### src/rtl/pinsense8.sv
// pinsense8: synchronise, debounce and edge-detect up to 8 input pins,
// latching enabled edges into W1C event flags that drive a single irq.
module pinsense8 #(
    parameter int WIDTH     = 8,
    parameter int DB_CYCLES = 48000,
    parameter int CW        = 16
) (
    input  logic             clk,
    input  logic             reset,
    input  logic [WIDTH-1:0] pins_in,
    input  logic             we,
    input  logic [1:0]       addr,
    input  logic [WIDTH-1:0] wd,
    output logic [WIDTH-1:0] rd,
    output logic [WIDTH-1:0] level,
    output logic             irq
);
    localparam logic [CW-1:0] LAST = CW'(DB_CYCLES - 1);
    logic [WIDTH-1:0] s1, s2, events, rise_en, fall_en, accept, clr, set;
    for (genvar b = 0; b < WIDTH; b++) begin : g_bit
        logic [CW-1:0] cnt;
        assign accept[b] = (s2[b] != level[b]) && (cnt == LAST);
        // any return to the current level restarts the count
        always_ff @(posedge clk or posedge reset)
            if (reset) cnt <= '0;
            else cnt <= (s2[b] == level[b] || accept[b]) ? '0 : cnt + 1'b1;
    end
    assign clr = (we && addr == 2'd1) ? wd : '0;
    assign set = accept & ((s2 & rise_en) | (~s2 & fall_en));
    always_ff @(posedge clk or posedge reset) begin
        if (reset) begin
            s1      <= '0;
            s2      <= '0;
            level   <= '0;
            events  <= '0;
            rise_en <= '0;
            fall_en <= '0;
        end else begin
            s1      <= pins_in;
            s2      <= s1;
            level   <= level ^ accept;
            events  <= (events & ~clr) | set;
            rise_en <= (we && addr == 2'd2) ? wd : rise_en;
            fall_en <= (we && addr == 2'd3) ? wd : fall_en;
        end
    end
    assign rd  = addr == 2'd0 ? level : addr == 2'd1 ? events : addr == 2'd2 ? rise_en : fall_en;
    assign irq = |events;
endmodule

### config.mk
export PLATFORM = sky130hd
export DESIGN_NAME = pinsense8
export DESIGN_NICKNAME = d
export VERILOG_FILES = /design/src/rtl/pinsense8.sv
export SDC_FILE = /design/constraint.sdc
export NUM_CORES = 1
export LEC_CHECK = 0
export BUFFER_PORTS_ARGS = -buffer_cell sky130_fd_sc_hd__clkbuf_2
export CORE_ASPECT_RATIO = 0.75
export CORE_MARGIN = 5
export CORE_UTILIZATION = 61
export CTS_CLUSTER_SIZE = 28
export DETAILED_ROUTE_END_ITERATION = 10
export GPL_ROUTABILITY_DRIVEN = 0
export PLACE_DENSITY_LB_ADDON = 0.15
export SLEW_MARGIN = 25
export SYNTH_ARGS = -nofsm -noshare
export SYNTH_HDL_FRONTEND = slang
export SYNTH_SLANG_ARGS = --single-unit
export TNS_END_PERCENT = 5
### constraint.sdc
create_clock -name clk -period 6.4 [get_ports clk]
set_input_delay 0.96 -clock clk [delete_from_list [all_inputs] [get_ports clk]]
set_output_delay 0.96 -clock clk [all_outputs]
set_load 0.05 [all_outputs]
==> qor.yml, run 1 <==
yosys:
  synth_nets: 810
  synth_area_per_cell_um2: 10.6
  syn_inst: 781
  synth_top_cell_area_share_pct: 53.4
  syn_area_mm2: 0.00824
  yosys-top-cells-area: "dfrtp_1 53%, xnor2_1 9.6%, nor2_1 6.8%"
  ys_seq_area_share_pct: 53.4
  netlist-cell-type-count: 39
  synth-seq-cells: 176
  ys_warn_count: 0
  yosys.area.top_type: "dfrtp_1"
worst_setup_path:
  critical-path-top-delay-family: "multiplexers"
  cp.required_ps: 5440
  end_kind: "output port"
  cp_common_cell: "clkbuf_2"
  cpPeakStageDelay_ps: 590
  crit_fanout: 11
  cp_slowest_cell: "mux4_2"
  path_buf_inv: 2
  startpoint_type: "input pin"
  arrival_ps: 2130
  criticalPathCategory: "in -> out"
  timing.critical_path.cells: "clkbuf_2, mux4_2, clkbuf_2"
timing:
  drv_slew: 0
  setup_tns_ps: 0
  skew_ps: 6.28
  rsz0062_at_grt: "no"
  hold_viol: 0
  whs_ps: 350
  worstMarginPinSlew_ps: 855
  setup_viol: 0
  post-route-min-period_ps: 3090
  fin_crit_sh_pct: 48.3
  slew_headroom_pct: 42.8
  fmax_mhz: 323
drt:
  drt_first_iter_violations: 367
  via_per_inst: 5.79
  drc: 0
  ant_nets: 0
  dr.pass1.iters: 5
  wl_per_cell_um: 16.2
  drt_wl_total_mm: 16.3
  vias: 5833
clock_network:
  clock_sinks: 176
  postCtsSetupRepairBufs: 0
  cts_buffers: 17
  clock_latency_ps: 430
  cts_tree: "done"
  clkTransAtPathRegs_ps: 60
  cts-root-buf: "clkbuf_16"
  htreeDepth: 4
  ctsHoldBuffers: 0
  clockBufferDepth: 2
  cts_resized: 0
global_route:
  globalRouteMet1Util_pct: 30.3
  use_met2_pct: 32.7
  grt_max_degree: 116
  grt_overflow: 0
  grt_pass1_wl_mm: 27.8
  grt_usage_pct: 21.7
  top_usage_layer: "met2"
  antenna_found_initial: 1
  grtUsageMet3_pct: 6.68
  grt_pass1_vias: 5700
power_and_ir_drop:
  power.share.clock_pct: 43.2
  p_leak_nw: 3.74
  p_sw_share_pct: 23.5
  pwr_density_cell_mw_per_mm2: 257
  peakVddDrop_mv: 0.200
  internal_power_mw: 1.80
  power.net_switching_mw: 0.553
  seq_power_share_pct: 50.4
  combinationalPowerShare_pct: 6.4
run:
  maxCapViolations: 0
floorplan:
  initial_core_util_pct: 62.9
  fp.dieH_um: 111
  dieWidth_um: 144
  die_area_mm2: 0.0160
  rows: 36
  ioPinCount: 38
  core_mm2: 0.0131
cells_and_area:
  fin_nets: 852
  antenna_cells: 0
  fin_cells: 1007
  area_growth_pct: 10.9
  layout-drive-gt1-share_pct: 13.2
place:
  placed_cells_incl_taps: 975
  port_buffers: 37
  place_hpwl_mm: 11.2
min_path:
  min_path_type: "reg -> reg"
run_status:
  outcome: "complete, no violations"
cell type report:
| cell class | count | area, µm² |
|---|---|---|
| flip-flops and latches | 176 | 4400 |
| multi-input cells | 567 | 3660 |
| well taps | 171 | 214 |
| fillers | 973 | 3970 |
| repair buffers | 39 | 200 |
| clock inverters | 9 | 109 |
| inverters | 22 | 90.1 |
| clock buffers | 23 | 468 |
cells in the mapped netlist:
library cell and n:
nand3_1 43, and3b_1 1, nor2_1 150, clkbuf_2 1
o41ai_2 1, xnor2_1 90, or4_1 4, or2_2 4
nand3b_1 9, buf_6 1, nand4_1 39, dfrtp_1 176
nand2_1 53, nor3_1 29, and2_1 1, a22o_1 7
or4_4 1, nor4_2 1, o41ai_4 2, a21oi_1 3
inv_1 22, xor2_1 27, a31oi_1 1, nor4_1 34
o21ai_2 1, and3_1 2, or4b_1 5, nand4b_1 1
o21ai_0 9, buf_4 8, clkbuf_1 5, buf_2 1
or3_1 2, ha_1 8, o31ai_1 3, nand2b_1 4
mux2_2 23, nand4_2 1, mux4_2 8
layer usage:
metal | up-vias | wire, µm
li1 | 2786 | -
met1 | 2896 | 7490
met2 | 127 | 7630
met3 | 22 | 988
met4 | 2 | 226
met5 | - | 13
logic make-up (layout without fill, tap and decap cells):
group / after synthesis / in the layout / share of synthesized area (%)
AND/OR/NAND/NOR: 384 / 384 / 22.6
XOR/XNOR: 117 / 117 / 12.4
flip-flops: 176 / 176 / 53.4
AO/OA/AOI/OAI: 27 / 27 / 2.79
multiplexers: 31 / 31 / 5.33
buffers and inverters: 38 / 93 / 2.22
adder cells (fa/ha/maj): 8 / 8 / 1.21
flip-flops by register name (all words and copies together) (netlist names), named ones only:
register,cells
rise_en,8
events,8
g_bit.cnt,128
s1,8
fall_en,8
s2,8
power by group through the flow:
stage                     logic (mW)  clock network (mW)  registers (mW)
after global placement         0.147                   0            1.20
final                          0.151                1.02            1.18
after global routing           0.166                1.09            1.19
after floorplan                0.119                   0            1.19
after detailed placement       0.152                   0            1.20
after CTS                      0.153                1.03            1.18
final timing paths:
path,start,to,slack (ps),depth (start not counted)
max in group asynchronous,reset,g_bit[6].cnt[4]$_DFF_PP0_,4450,3
setup / recovery,addr[1],rd[5],3310,3
setup reg to reg,g_bit[3].cnt[7]$_DFF_PP0_,g_bit[3].cnt[8]$_DFF_PP0_,4040,4
hold / removal,s1[6]$_DFF_PP0_,s2[6]$_DFF_PP0_,350,0
hold reg to reg,s1[6]$_DFF_PP0_,s2[6]$_DFF_PP0_,350,0
min in group asynchronous,reset,g_bit[1].cnt[10]$_DFF_PP0_,690,2
cells in the final DEF (no fill, tap or decap), types with 2 or more instances in the layout:
| cell | netlist | final |
|---|---|---|
| a21oi_1 | 3 | 3 |
| a22o_1 | 7 | 7 |
| and3_1 | 2 | 2 |
| buf_4 | 8 | 2 |
| bufinv_16 | 0 | 2 |
| clkbuf_1 | 5 | 4 |
| clkbuf_16 | 0 | 17 |
| clkbuf_2 | 1 | 37 |
| clkbuf_8 | 0 | 2 |
| clkinv_2 | 0 | 3 |
| clkinv_4 | 0 | 3 |
| dfrtp_1 | 176 | 176 |
| ha_1 | 8 | 8 |
| inv_1 | 22 | 21 |
| mux2_2 | 23 | 23 |
| mux4_2 | 8 | 8 |
| nand2_1 | 53 | 53 |
| nand2b_1 | 4 | 4 |
| nand3_1 | 43 | 43 |
| nand3b_1 | 9 | 9 |
| nand4_1 | 39 | 39 |
| nor2_1 | 150 | 150 |
| nor3_1 | 29 | 29 |
| nor4_1 | 34 | 34 |
| o21ai_0 | 9 | 9 |
| o31ai_1 | 3 | 3 |
| o41ai_4 | 2 | 2 |
| or2_2 | 4 | 4 |
| or3_1 | 2 | 2 |
| or4_1 | 4 | 4 |
| or4b_1 | 5 | 5 |
| xnor2_1 | 90 | 90 |
| xor2_1 | 27 | 27 |
metrics by stage:
step	cell area [µm²]	power, mW	setup slack [ps]	utilization, %
2_1_floorplan	8240	1.31	666	-
5_1_grt	9140	2.44	3280	69.7
4_1_cts	9140	2.37	3310	69.7
6_report	9140	2.35	3310	69.7
3_3_place_gp	8560	1.35	3310	65.3
3_5_place_dp	8560	1.36	3310	65.3
Power figures use the tool's default switching activity.
==> run 2, diff against run 1 <==
Settings changed: CORE_UTILIZATION 61 to 55.
Clock period 6.4 ns to 2.5 ns, I/O delays scaled along.
==> run 2 against run 1 <==
  * Clock-buffer cell count fell by 3
  * Power rose to 2.7 times the previous value
  * First-iteration DRC count fell by 13%
  * Critical path depth rose by 2
  * Critical endpoint is now g_bit[2].cnt[3]$_DFF_PP0_
  * Flip-flop and latch count did not move
  * Via count fell by 0.98%
  * Register-to-register slack got worse by 3800 ps
  * Non-clock buffer count rose by 15
  * Highest routed layer unchanged
  * Combinational power rose to 2.7 times the previous value
==> qor.yml, run 2 (same netlist as run 1, synthesis figures left out) <==
clock_network:
  cts_tree: "done"
  clockBufferDepth: 2  # unchanged
  postCtsSetupRepairBufs: 0  # unchanged
  cts_buffers: 17  # unchanged
  clkTransAtPathRegs_ps: 70  # about the same
  clock_latency_ps: 420  # about the same
  ctsHoldBuffers: 1  # +1
  htreeDepth: 4  # unchanged
  cts_resized: 0  # unchanged
  cts-root-buf: "clkbuf_16"
  clock_sinks: 176  # unchanged
timing:
  fmax_mhz: 451
  drv_slew: 0  # unchanged
  rsz0062_at_grt: "no"
  skew_ps: 8.59  # +2.31 ps
  slew_headroom_pct: 51.9  # +9.1 points
  worstMarginPinSlew_ps: 715  # -141 ps
  hold_viol: 0  # unchanged
  worst_slack_ps: 282  # -3020 ps
  post-route-min-period_ps: 2220
  setup_tns_ps: 0  # unchanged
  setup_viol: 0  # unchanged
  fin_crit_sh_pct: 88.7
cells_and_area:
  layout-drive-gt1-share_pct: 14.7  # +1.6 points
  area_growth_pct: 13.9
  final_common_cell: "dfrtp_1"
  fin_nets: 867  # +1.8%
  layout_common_cells: "176 x dfrtp_1, 150 x nor2_1, 90 x xnor2_1"
  n_fill_cell: 1163  # +20%
  finish.instance_area_mm2: 0.00939  # +2.7%
  largest_reg_flops: 128  # unchanged
  antenna_cells: 0  # unchanged
  max_flop_register: "g_bit.cnt"
place:
  place_hpwl_mm: 11.3  # +0.18%
  port_buffers: 37  # unchanged
  dp_slack_ps: 324  # -2990 ps
  dpl_cell_area_mm2: 0.00874  # +2.1%
floorplan:
  rows: 38  # +5.6%
  fp.dieH_um: 116  # +4.8%
  ioPinCount: 38  # unchanged
  core_mm2: 0.0146  # +11%
  die_area_mm2: 0.0176  # +10%
  dieWidth_um: 151  # +4.9%
  initial_core_util_pct: 56.5  # -6.4 points
worst_setup_path:
  timing.critical_path.cells: "or4b_1, nor4_1, nand2b_1, buf_4, nor2_1"
  end_kind: "flop"
  cpPeakStageDelay_ps: 650  # +60 ps
  startpoint_type: "flop"
  cp.required_ps: 2800  # -2640 ps
  arrival_ps: 2520  # +390 ps
  crit_fanout: 16  # +5
  cp_slowest_cell: "nor4_1"
  criticalPathCategory: "reg -> reg"
global_route:
  grt_usage_pct: 20.0  # -1.6 points
  antenna_found_initial: 1  # unchanged
  grt_pass1_vias: 5748  # +0.84%
  grt_overflow: 0  # unchanged
  grt_max_degree: 76  # -34%
  grt_pass1_wl_mm: 28.1  # +1.3%
power_and_ir_drop:
  peakVddDrop_mv: 0.446  # +120%
  pwr_density_cell_mw_per_mm2: 670  # +160%
  p_leak_nw: 3.85  # +2.9%
  total_power_mw: 6.29  # +170%
run:
  maxCapViolations: 0  # unchanged
drt:
  drt_wl_total_mm: 16.1  # -1.7%
  drc: 0  # unchanged
  dr.pass1.iters: 4  # -1
  ant_nets: 0  # unchanged
  drt_first_iter_violations: 318  # -13%
  wl_per_cell_um: 15.3  # -5.6%
  via_per_inst: 5.51  # -4.9%
  vias: 5776  # -0.98%
min_path:
  min_path_type: "in -> reg"
run_status:
  outcome: "complete, no violations"
[run 2: cell types whose count changed in the layout (fill, tap and decap cells not counted)]
cell	delta
dlygate4sd3_1	+1
clkinv_2	-1
buf_12	+3
clkbuf_1	-3
clkinv_4	-1
clkinvlp_4	+1
inv_8	-1
buf_4	+11
bufinv_16	+3
[run 2: final timing paths]
kind,from,to,slack (ps),cells past startpoint
max,g_bit[2].cnt[7]$_DFF_PP0_,g_bit[2].cnt[3]$_DFF_PP0_,280,5
min,pins_in[7],s1[7]$_DFF_PP0_,60,1
max reg2reg,g_bit[2].cnt[7]$_DFF_PP0_,g_bit[2].cnt[3]$_DFF_PP0_,280,5
min reg2reg,s1[1]$_DFF_PP0_,s2[1]$_DFF_PP0_,350,0
max in group asynchronous,reset,g_bit[5].cnt[3]$_DFF_PP0_,1460,4
min in group asynchronous,reset,g_bit[3].cnt[10]$_DFF_PP0_,420,3
[run 2: area by class of cell]
| class | instances | area (µm²) | share of cell area, % |
|---|---|---|---|
| Sequential cell | 176 | 4400 | 46.9 |
| Multi-Input combinational cell | 567 | 3660 | 38.9 |
| Clock buffer | 20 | 457 | 4.86 |
| Timing Repair Buffer | 54 | 353 | 3.76 |
| Tap cell | 200 | 250 | 2.66 |
| Clock inverter | 10 | 185 | 1.97 |
| Inverter | 22 | 86.3 | 0.919 |
[run 2: per-layer routing]
layer	global-route usage, %	wire length, µm	up-vias
li1	-	-	2830
met1	28.0	7520	2808
met2	31.6	7620	121
met3	4.57	712	15
met4	5.86	206	2
met5	0	13	-
[run 2: where the power goes]
group	leakage [nW]	internal [mW]	total, mW	switching, mW
logic	1.17	0.154	0.407	0.254
clock network	0.312	1.82	2.86	1.04
registers	2.37	2.94	3.03	0.0833
total	3.85	4.91	6.29	1.38
[run 2: worst max-delay path, delay by kind of cell (launching register included)]
kind,cells,cell delay (ps)
and+or+nand+nor,4,1460
buffers and inverters,1,210
DFF,1,440
[run 2: stage by stage]
step	cells	hold WS [ps]	util, %
finish	1049	62.8	64.3
global placement	1018	299	59.9
floorplan	781	331	-
global route	1049	48.5	64.3
CTS	1049	44.0	64.3
detailed placement	1018	299	59.9
==> run 3, diff against run 2 <==
Settings changed: ABC_AREA set to 1, CORE_UTILIZATION 55 to 56.
==> run 3 against run 2 <==
  * Highest routed layer is now met4
  * Die area is 9.2% higher
  * Sequential power is essentially flat
  * Non-clock buffer count shrank 12
  * Power fell by 1.4%
  * Critical path depth increased by 2
==> qor.yml, run 3 <==
run_status:
  outcome: "complete, no violations"
drt:
  drt_first_iter_violations: 539  # +69%
  via_per_inst: 5.17  # -6.2%
  dr.pass1.iters: 7  # +3
  drc: 0  # unchanged
  ant_nets: 0  # unchanged
  vias: 7606  # +32%
  wl_per_cell_um: 13.4  # -13%
  drt_wl_total_mm: 19.7  # +22%
clock_network:
  cts_tree: "done"
  cts-root-buf: "clkbuf_16"
  clock_sinks: 176  # unchanged
  clock_latency_ps: 430  # about the same
  cts_buffers: 17  # unchanged
  clkTransAtPathRegs_ps: 70  # about the same
  clockBufferDepth: 2  # unchanged
  htreeDepth: 4  # unchanged
  cts_resized: 0  # unchanged
yosys:
  yosys-top-cells-area: "dfrtp_1 48%, nand2_1 12%, nor2_1 11%"
  netlist-cell-type-count: 28  # -28%
  yosys.area.top_type: "dfrtp_1"
  synth_nets: 1232  # +52%
  async_reset_ff_share_pct: 100  # unchanged
  synth_xor_area_share_pct: 5.03  # -7.4 points
  synthTopCellsByCount: "287 x nand2_1, 279 x nor2_1, 176 x dfrtp_1, 122 x inv_1, 74 x o21ai_0"
  synth_most_common_cell: "nand2_1"
  syn_inst: 1203  # +54%
  synth_top_cell_area_share_pct: 47.7  # -5.7 points
  synth_edf_count: 0  # unchanged
  synthAdderAreaFrac_pct: 1.08  # -0.13 points
  synth_compound_area_share_pct: 6.36  # +3.6 points
  synth_top_family_by_area: "simple AND/OR/NAND/NOR gates"
  synth_flop_cell: "dfrtp_1"
  synth_area_per_cell_um2: 7.67  # -27%
  synth-seq-cells: 176  # unchanged
  ys_seq_area_share_pct: 47.7  # -5.7 points
  syn_area_mm2: 0.00923  # +12%
  synthMuxAreaShare_pct: 0  # -5.3 points
  ys_warn_count: 0  # unchanged
  synth-simple-area-share_pct: 33.3  # +11 points
floorplan:
  ioPinCount: 38  # unchanged
  core_mm2: 0.0161  # +10%
  initial_core_util_pct: 57.3  # +0.78 points
  die_area_mm2: 0.0192  # +9.2%
  dieWidth_um: 158  # +4.5%
  rows: 40  # +5.3%
  fp.dieH_um: 121  # +4.4%
cells_and_area:
  layout-drive-gt1-share_pct: 8.40  # -6.3 points
  fin_nets: 1278  # +47%
  antenna_cells: 0  # unchanged
  area_growth_pct: 10.8
  max_flop_register: "g_bit.cnt"
  largest_reg_flops: 128  # unchanged
  final_common_cell: "nand2_1"
  layout_common_cells: "287 x nand2_1, 279 x nor2_1, 176 x dfrtp_1"
timing:
  fin_crit_sh_pct: 85.1  # -3.6 points
  fmax_mhz: 470  # +4.2%
  setup_viol: 0  # unchanged
  skew_ps: 5.89  # -2.69 ps
  setup_tns_ps: 0  # unchanged
  worst_slack_ps: 372  # +89.6 ps
  rsz0062_at_grt: "no"
  worstMarginPinSlew_ps: 605  # -109 ps
  post-route-min-period_ps: 2130  # -89.6 ps
  slew_headroom_pct: 59.5  # +7.6 points
  hold_viol: 0  # unchanged
  drv_slew: 0  # unchanged
power_and_ir_drop:
  power.share.clock_pct: 44.4  # -1.0 points
  p_leak_nw: 4.45  # +16%
  power.net_switching_mw: 1.52  # +10%
  peakVddDrop_mv: 0.360  # -19%
  seq_power_share_pct: 48.7  # +0.6 points
  combinationalPowerShare_pct: 7.0  # +0.5 points
  pwr_density_cell_mw_per_mm2: 607  # -9.4%
  p_sw_share_pct: 24.5  # +2.6 points
  internal_power_mw: 4.68  # -4.6%
place:
  place_hpwl_mm: 13.9  # +24%
  dp_slack_ps: 398  # +73.8 ps
  port_buffers: 37  # unchanged
worst_setup_path:
  end_kind: "output port"
  crit_fanout: 11  # -5
  regToRegStartpoint: "g_bit[4].cnt[0]$_DFF_PP0_"
  criticalPathCategory: "in -> out"
  reg2reg_depth: 7  # +2
  arrival_ps: 1750  # -770 ps
  cp_slowest_cell: "clkbuf_2"
  timing.critical_path.cells: "clkbuf_2, nor2_4, inv_1, nand2_1, nor2_1, o22ai_1, clkbuf_2"
  startpoint_type: "input pin"
  cp.required_ps: 2120  # -680 ps
  r2r_slack_ps: 940  # +660 ps
  cpPeakStageDelay_ps: 340  # -310 ps
  cp_common_cell: "clkbuf_2"
  worstReg2RegEnd: "g_bit[4].cnt[8]$_DFF_PP0_"
global_route:
  grt_overflow: 0  # unchanged
  antenna_found_initial: 0  # -1
  grt_pass1_wl_mm: 34.1  # +21%
  grt_usage_pct: 21.9  # +1.9 points
  grt_max_degree: 76  # unchanged
  grt_pass1_vias: 7162  # +25%
min_path:
  hold_start: "pins_in[2]"
  hold_end: "s1[2]$_DFF_PP0_"
  min_path_cells: 1  # unchanged
  min_path_type: "in -> reg"
run:
  maxCapViolations: 0  # unchanged
## run 3: cell count changes after synthesis, moves of 17 or more
cell and change:
mux2_2 -23, o21ai_0 +65, nor2_1 +129, nand2_1 +234, inv_1 +100, nor3_1 -26, xnor2_1 -71, nand3_1 +22
o21bai_1 +17, nor4_1 -32
## run 3: power by group through the flow
stage | logic [mW] | clock network, mW | registers, mW
6_report | 0.431 | 2.75 | 3.02
5_1_grt | 0.492 | 2.93 | 3.03
4_1_cts | 0.440 | 2.81 | 3.02
3_5_place_dp | 0.437 | 0 | 3.07
3_3_place_gp | 0.430 | 0 | 3.07
2_1_floorplan | 0.330 | 0 | 3.05
## run 3: cell type report
type,instances,area (µm²)
Clock buffer,19,453
Clock inverter,13,160
Fill cell,1439,5890
Inverter,123,465
Multi-Input combinational cell,889,4230
Sequential cell,176,4400
Tap cell,210,263
Timing Repair Buffer,42,250
## run 3: worst max-delay path: cells and delay by family
kind | cells | cell delay, ps
buffers and inverters | 3 | 590
AOI/OAI and AO/OA | 1 | 280
and+or+nand+nor | 3 | 500
## run 3: stage by stage
| stage | util, % | total power [mW] | cell area [µm²] | hold slack (ps) | std cells |
|---|---|---|---|---|---|
| after floorplan | - | 3.38 | 9230 | 331 | 1203 |
| after global placement | 59.6 | 3.50 | 9600 | 332 | 1439 |
| after detailed placement | 59.6 | 3.51 | 9600 | 335 | 1439 |
| after CTS | 63.4 | 6.27 | 10200 | 28.0 | 1472 |
| after global routing | 63.4 | 6.45 | 10200 | 27.0 | 1472 |
| final | 63.4 | 6.21 | 10200 | 44.1 | 1472 |
## run 3: cell families after synthesis
kind of cell / after synthesis
buffers and inverters: 138
xor gates and xnor gates: 53
and+or+nand+nor: 720
adders and majority gates: 8
AOI/OAI and AO/OA: 108
DFF: 176
## run 3: worst max-delay path by stage
stage	from	end	slack (ps)	depth (start not counted)
after floorplan	reset	asynchronous set/reset pin	-130	1
after global routing	addr[0]	rd[0]	300	7
after detailed placement	addr[0]	rd[0]	400	7
after global placement	addr[0]	rd[0]	430	7
final	addr[0]	rd[0]	370	7
after CTS	addr[0]	rd[0]	390	7
## run 3: repair_timing
item	4_1_cts	5_1_grt
buffers inserted	0	0
hold buffers	1	0
endpoints found under the hold margin	12	0
## run 3: layer usage
metal  wire length [µm]  vias up  track usage (%)
met3                763       19             4.56
met4                231        0             5.59
met5                  0        -                0
li1                   -     3933                -
met2               8740      122             33.7
met1               9920     3532             31.8
